===== config.mk =====
export PLATFORM = sky130hd
export DESIGN_NAME = inst_fetch
export DESIGN_NICKNAME = d
export VERILOG_FILES = /design/src/rtl/inst_fetch.sv
export SDC_FILE = /design/constraint.sdc
export NUM_CORES = 1
export LEC_CHECK = 0
export ABC_CLOCK_PERIOD_IN_PS = 1840
export BUFFER_PORTS_ARGS = -buffer_cell sky130_fd_sc_hd__buf_2
export CAP_MARGIN = 20
export CORE_AREA = 4 4 110 112
export DETAILED_ROUTE_END_ITERATION = 10
export DIE_AREA = 0 0 114 116
export PLACE_DENSITY = 0.74
export SLEW_MARGIN = 20
export SYNTH_ARGS = -nofsm -noshare
export SYNTH_HDL_FRONTEND = slang
export SYNTH_SLANG_ARGS = --single-unit

===== constraint.sdc =====
create_clock -name clk -period 1.84 [get_ports clk]
set_input_delay 0.276 -clock clk [delete_from_list [all_inputs] [get_ports clk]]
set_output_delay 0.276 -clock clk [all_outputs]
set_load 0.02 [all_outputs]

===== src/rtl/inst_fetch.sv =====
// Instruction fetch unit: owns the PC, issues single outstanding word reads to
// instruction memory and holds each fetched word until the core commits it.
module inst_fetch #(
  parameter logic [31:0] RESET_PC = 32'h8000_0000,
  parameter int          XLEN     = 32
) (
  input  logic            clk,
  input  logic            rst_n,
  output logic            imem_req_valid,
  input  logic            imem_req_ready,
  output logic [XLEN-1:0] imem_req_addr,
  input  logic            imem_resp_valid,
  input  logic [XLEN-1:0] imem_resp_data,
  output logic            inst_valid,
  output logic [XLEN-1:0] inst,
  output logic [XLEN-1:0] inst_pc,
  input  logic            inst_ready,
  input  logic            redirect,
  input  logic [XLEN-1:0] redirect_target,
  input  logic            flush,
  input  logic [XLEN-1:0] flush_pc
);

  typedef enum logic [1:0] {
    BOOT = 2'd0,
    REQ  = 2'd1,
    WAIT = 2'd2,
    HOLD = 2'd3
  } state_t;

  state_t          state_reg, state_next;
  logic [XLEN-1:0] pc_reg, pc_next;
  logic            drop_reg, drop_next;
  logic [XLEN-1:0] inst_reg, inst_next;
  logic [XLEN-1:0] inst_pc_reg, inst_pc_next;

  logic            req_fire;
  logic [XLEN-1:0] flush_pc_aligned;
  logic [XLEN-1:0] redirect_aligned;
  logic [XLEN-1:0] pc_plus4;

  assign req_fire         = (state_reg == REQ) && imem_req_ready;
  assign flush_pc_aligned = {flush_pc[XLEN-1:2], 2'b00};
  assign redirect_aligned = {redirect_target[XLEN-1:2], 2'b00};
  assign pc_plus4         = pc_reg + XLEN'(4);

  always_ff @(posedge clk or negedge rst_n) begin
    if (!rst_n) begin
      state_reg   <= BOOT;
      pc_reg      <= RESET_PC[XLEN-1:0];
      drop_reg    <= 1'b0;
      inst_reg    <= '0;
      inst_pc_reg <= '0;
    end else begin
      state_reg   <= state_next;
      pc_reg      <= pc_next;
      drop_reg    <= drop_next;
      inst_reg    <= inst_next;
      inst_pc_reg <= inst_pc_next;
    end
  end

  always_comb begin
    state_next   = state_reg;
    pc_next      = pc_reg;
    drop_next    = drop_reg;
    inst_next    = inst_reg;
    inst_pc_next = inst_pc_reg;

    // Flush wins over everything; an already-issued request must still be drained.
    if (flush) begin
      pc_next = flush_pc_aligned;
      unique case (state_reg)
        BOOT, HOLD: state_next = REQ;
        REQ: begin
          if (req_fire) begin
            state_next = WAIT;
            drop_next  = 1'b1;
          end else begin
            state_next = REQ;
          end
        end
        WAIT: begin
          if (imem_resp_valid) begin
            state_next = REQ;
            drop_next  = 1'b0;
          end else begin
            drop_next  = 1'b1;
          end
        end
        default: state_next = BOOT;
      endcase
    end else begin
      unique case (state_reg)
        BOOT: state_next = REQ;
        REQ: begin
          if (req_fire) state_next = WAIT;
        end
        WAIT: begin
          if (imem_resp_valid) begin
            if (drop_reg) begin
              drop_next  = 1'b0;
              state_next = REQ;
            end else begin
              inst_next    = imem_resp_data;
              inst_pc_next = pc_reg;
              state_next   = HOLD;
            end
          end
        end
        HOLD: begin
          if (inst_ready) begin
            pc_next    = redirect ? redirect_aligned : pc_plus4;
            state_next = REQ;
          end
        end
        default: state_next = BOOT;
      endcase
    end
  end

  assign imem_req_valid = (state_reg == REQ);
  assign imem_req_addr  = pc_reg;
  assign inst_valid     = (state_reg == HOLD);
  assign inst           = inst_reg;
  assign inst_pc        = inst_pc_reg;

endmodule


Word level (Yosys, flattened, before mapping) --
Cells that the tools add are included.
Storage, ports and cells: register bits 99, input port bits 103, word-level logic and storage cells 46
Cells by class: add/sub/neg operators 1, eq/ne operators 7, multiplexer cells 19, bitwise gates (word level) 2, reductions and logical operators 12
Operator list (number):
- 2-to-1 mux 32 bit | 4
- adder 32 x 3 -> 32 bit (second input constant) | 1
- 2-to-1 mux 2 bit | 7
- nonzero test 2 bit | 5
- case mux 2 bit (4 select lines) | 1
- AND reduction 4 bit | 2
- inequality test 3 x 1 -> 1 bit (second input constant) | 2
- case mux 2 bit (3 select lines) | 1
- 2-to-1 mux 1 bit | 5
- equality test 2 bit (second input constant) | 2
- inequality test 3 x 2 -> 1 bit (second input constant) | 1
- AND reduction 3 bit | 1
- equality test 2 x 1 -> 1 bit (second input constant) | 1
- zero test 2 bit | 1
- inequality test 2 bit (second input constant) | 1
- inverter 1 bit | 2
- case mux 1 bit (2 select lines) | 1
- AND reduction 2 bit | 1
- OR reduction 2 bit | 1
- logical AND 1 bit | 1

Longest topological paths before layout --
word-level depth 5, mapped depth 8, depth with buffers taken out 7

Worst setup path before layout --
OpenSTA, ideal clock, no wires.
path kind register -> register, start point register state_reg[0], end point register pc_reg[19] (netlist: imem_req_addr[19]), data arrival time 1704 ps, required time 1716 ps, path slack 11 ps, cell stages (with the launch flop) 8, clock period less this slack 1829 ps, cells stage by stage dfrtp_1 ha_1 and2_1 buf_2 nor2_1 or3b_2 nor3_1 a21oi_1
On the way: cells in the longest elaborated chain, start to end 3
Ends and longest elaborated chain:
- start: declaration | line 31 | state_t state_reg, state_next;
- start signal: assignment | line 55 | state_reg <= state_next;
- equality test 2 bit
- named net inst_valid | line 14 | output logic inst_valid,
- nonzero test 2 bit (no line)
- AND reduction 2 bit (no line)
- end signal: assignment | line 50 | pc_reg <= RESET_PC[XLEN-1:0];
- end signal: assignment | line 56 | pc_reg <= pc_next;
- end: declaration | line 32 | logic [XLEN-1:0] pc_reg, pc_next;
The timed path passes the listed nets, and every way through them passes these cells. A chain may end at the register's enable or synchronous reset.

Worst setup path in the final report --
start point register state_reg[0], end point register pc_reg[26] (netlist: imem_req_addr[26])
On the way: cells in the longest elaborated chain, start to end 3
Ends and longest elaborated chain:
- equality test 2 bit | line 94 | unique case (state_reg)
- nonzero test 2 bit (no line)
- AND reduction 2 bit (no line)
No other way between the ends.

==> flow_metrics.tcl <==
set metrics [dict create \
    status "complete, but fails checks" \
    failed_checks "negative setup slack" \
    fmax_mhz 542 \
    synth_area_um2 4900 \
    cp.buffers_inverters 1 \
    avgSynthCellArea_um2 10.6 \
    via_per_inst 5.40 \
    r2r-end "imem_req_addr[26]$_DFFE_PN0P_" \
    syn_to_final_growth_pct 38.5 \
    async_flop_share_pct 100 \
    hold_start "flush_pc[4]" \
    finalHoldViolations 0 \
    cp_data_arrival_time_ns 2.08 \
    drt-wirelength-per-cell_um 17.7 \
    synth-xor-area-share_pct 2.32 \
    hold_path_depth 3 \
    rows 39 \
    slew_headroom_pct 59.4 \
    grt_max_degree 53 \
    synth_top_family_by_area "simple AND/OR/NAND/NOR gates" \
    synth_top_area_share_pct 48.0 \
    synth_cells 463 \
    hold_path_class "in -> reg" \
    synthAdderAreaFrac_pct 1.02 \
    timing.rr.start "state_reg[0]$_DFFE_PN0P_" \
    synthTopCellsByCount "dfrtp_1 (94), mux2_2 (64), a21oi_1 (36), nand2_1 (32), o21ai_0 (25)" \
    critPathMaxStageDelay_ns 0.44 \
    reg2reg_depth 7 \
    gr-total-overflow 0 \
    synth-seq-cells 95 \
    dp.cells 817 \
    crit_chain "ha_2 -> and2_2 -> buf_4 -> and3_1 -> a211o_1 -> o21ai_0 -> mux2i_1" \
    cts_tree "yes" \
    die_h_um 116 \
    postRouteAntennaNets 0 \
    critPathMaxFanout 7 \
    cts_buffer_depth 2 \
    synth_edf_count 0 \
    largest_reg_flops 32 \
    instances_no_fill 841 \
    finalMaxSlewViolations 0 \
    cp-end-kind "flop" \
    synthMuxAreaShare_pct 16.2 \
    rsz0062_at_grt "yes" \
    antenna_found_initial 1 \
    io_pins 201 \
    synth_area_leaders "dfrtp_1 (48%), mux2_2 (15%), a21oi_1 (3.7%), o21ai_0 (2.6%), nand2_1 (2.4%)" \
    fp.dieW_um 114 \
    clk_latency_ns 0.36 \
    worstPathRequired_ns 2.07 \
    yosysWarnings 0 \
    path_class "reg -> reg" \
    skew_ns 0.00837 \
    track_usage_pct 21.4 \
    slowest_stage "dfrtp_1" \
    ys_types 53 \
    cap_violations 0 \
    wirelength_um 14900 \
    crit_path_start_kind "flop" \
    h-tree-depth 3 \
    rrSetupSlack_ns -0.005 \
    core_um2 11200 \
    yosysSeqAreaShare_pct 48.5 \
    clk_pin_slew_ns 0.07 \
    final_area_um2 6790 \
    drt_iter0_markers 267 \
    min_period_ns 1.84 \
    dp_hpwl_um 11000 \
    powerDensity_nw_per_um2 1050 \
    firstDrtPassIters 5 \
    synthFlopType "dfrtp_1" \
    nets 800 \
    power.leakage_uw 0.00347 \
    multi_input_area_um2 2430 \
    grt_pass1_vias 4445 \
    synthSimpleGateAreaFrac_pct 16.5 \
    cts.sinks 95 \
    critPathTopFamily "flip-flops" \
    holdPathEnd "imem_req_addr[4]$_DFFE_PN0P_" \
    io_buffer_count 192 \
    setup_viol 1 \
    start_util_pct 43.7 \
    drive_gt1_share_pct 49.9 \
    regArea_um2 2380 \
    fillCellCount 958 \
    yosysMostFrequentCell "dfrtp_1" \
    antenna_cells 0 \
    synth_compound_area_share_pct 11.9 \
    drc 0 \
    grt_pass1_wl_um 22200 \
    irDropWorstVdd_uv 709 \
    cts_buffers 9 \
    place.gp.congestion 0.847 \
    setup_slack_ns -0.00460 \
    worstMarginPinSlew_ns 0.609 \
    synth_largest_area_cell "dfrtp_1" \
    dieArea_um2 13200 \
    post-route-period-util_pct 100 \
    placed_area_um2 6320 \
    via_count 4539 \
    cts-root-buf "clkbuf_16" \
]
[per-layer routing]
| layer | GRT usage [%] | share of wire (%) | up-vias |
|---|---|---|---|
| met5 | 0 | 0.087 | - |
| met4 | 8.63 | 1.9 | 2 |
| met3 | 4.91 | 6.1 | 21 |
| met2 | 37.4 | 52 | 153 |
| met1 | 25.6 | 40 | 2220 |
| li1 | - | - | 2143 |
[worst max path at each step]
stage	cells past startpoint	startpoint	to
2_1_floorplan	7	state_reg[0]$_DFFE_PN0P_	imem_req_addr[19]$_DFFE_PN0P_
3_3_place_gp	7	state_reg[0]$_DFFE_PN0P_	imem_req_addr[26]$_DFFE_PN0P_
3_5_place_dp	7	state_reg[0]$_DFFE_PN0P_	imem_req_addr[26]$_DFFE_PN0P_
4_1_cts	7	state_reg[0]$_DFFE_PN0P_	imem_req_addr[26]$_DFFE_PN0P_
5_1_grt	7	state_reg[0]$_DFFE_PN0P_	imem_req_addr[26]$_DFFE_PN0P_
6_report	7	state_reg[0]$_DFFE_PN0P_	imem_req_addr[26]$_DFFE_PN0P_
[tightest hold or removal path, stage by stage]
cell     delay [ns]
buf_2          0.08
nand2_1        0.04
o21ai_0        0.06
[layout make-up]
class,instances,share of cell area (%)
Timing Repair Buffer,246,22.0
Tap cell,143,2.63
Clock inverter,5,0.626
Clock buffer,11,3.43
Sequential cell,95,35.0
Multi-Input combinational cell,332,35.8
Inverter,9,0.498
[placed cells by master (no fill, tap or decap), drive strengths merged, types with 2 or more instances in the layout]
master / Yosys / routed
o211ai: 2 / 2
dfrtp: 94 / 94
nand3: 20 / 20
a211oi: 4 / 4
clkinv: 0 / 2
nor3b: 7 / 7
mux2i: 6 / 6
a31oi: 3 / 3
ha: 4 / 4
a221oi: 2 / 2
nor2b: 5 / 5
nor2: 21 / 21
a21oi: 38 / 38
xor2: 5 / 5
o22ai: 5 / 5
a22oi: 2 / 2
and2: 4 / 4
o21ai: 27 / 27
conb: 1 / 4
a211o: 3 / 3
mux2: 65 / 65
and3: 13 / 13
xnor2: 8 / 8
clkbuf: 14 / 13
nor3: 18 / 18
a311oi: 2 / 2
nand4: 6 / 6
and4: 3 / 3
inv: 9 / 11
nand3b: 4 / 4
buf: 16 / 243
nand2: 32 / 32
nor4: 8 / 8
[report_power, final]
group	switching (µW)	internal, µW
Clock	835	932
Combinational	1460	1070
Sequential	311	2520
Total	2610	4520
[cell families (layout without fill, tap and decap cells)]
family          Yosys count  in the layout
buf+inv                  39            271
compound gates           97             97
other cells               1              4
fa+ha+maj                 4              4
flops                    95             95
mux                      71             71
xor+xnor                 13             13
simple gates            143            143
[what timing repair did]
action	4_1_cts	5_1_grt
setup buffers	0	4
setup endpoints to repair	0	59
hold endpoints to repair	28	0
hold buffers	1	0
gates resized for setup	0	17
[through the flow]
stage | TNS, ns | util (%) | setup slack [ns] | power, µW | hold slack (ns)
2_1_floorplan | 0 | - | 0.0112 | 4270 | -0.0196
3_3_place_gp | 0 | 56.3 | 0.0592 | 5210 | 0.239
3_5_place_dp | 0 | 56.3 | 0.0295 | 5330 | 0.247
4_1_cts | 0 | 58.9 | 0.0118 | 7110 | 0.129
5_1_grt | -0.370 | 60.5 | -0.0754 | 7530 | 0.129
6_report | -0.00460 | 60.5 | -0.00460 | 7120 | 0.135
No activity file was read; power rests on OpenSTA's default activity.
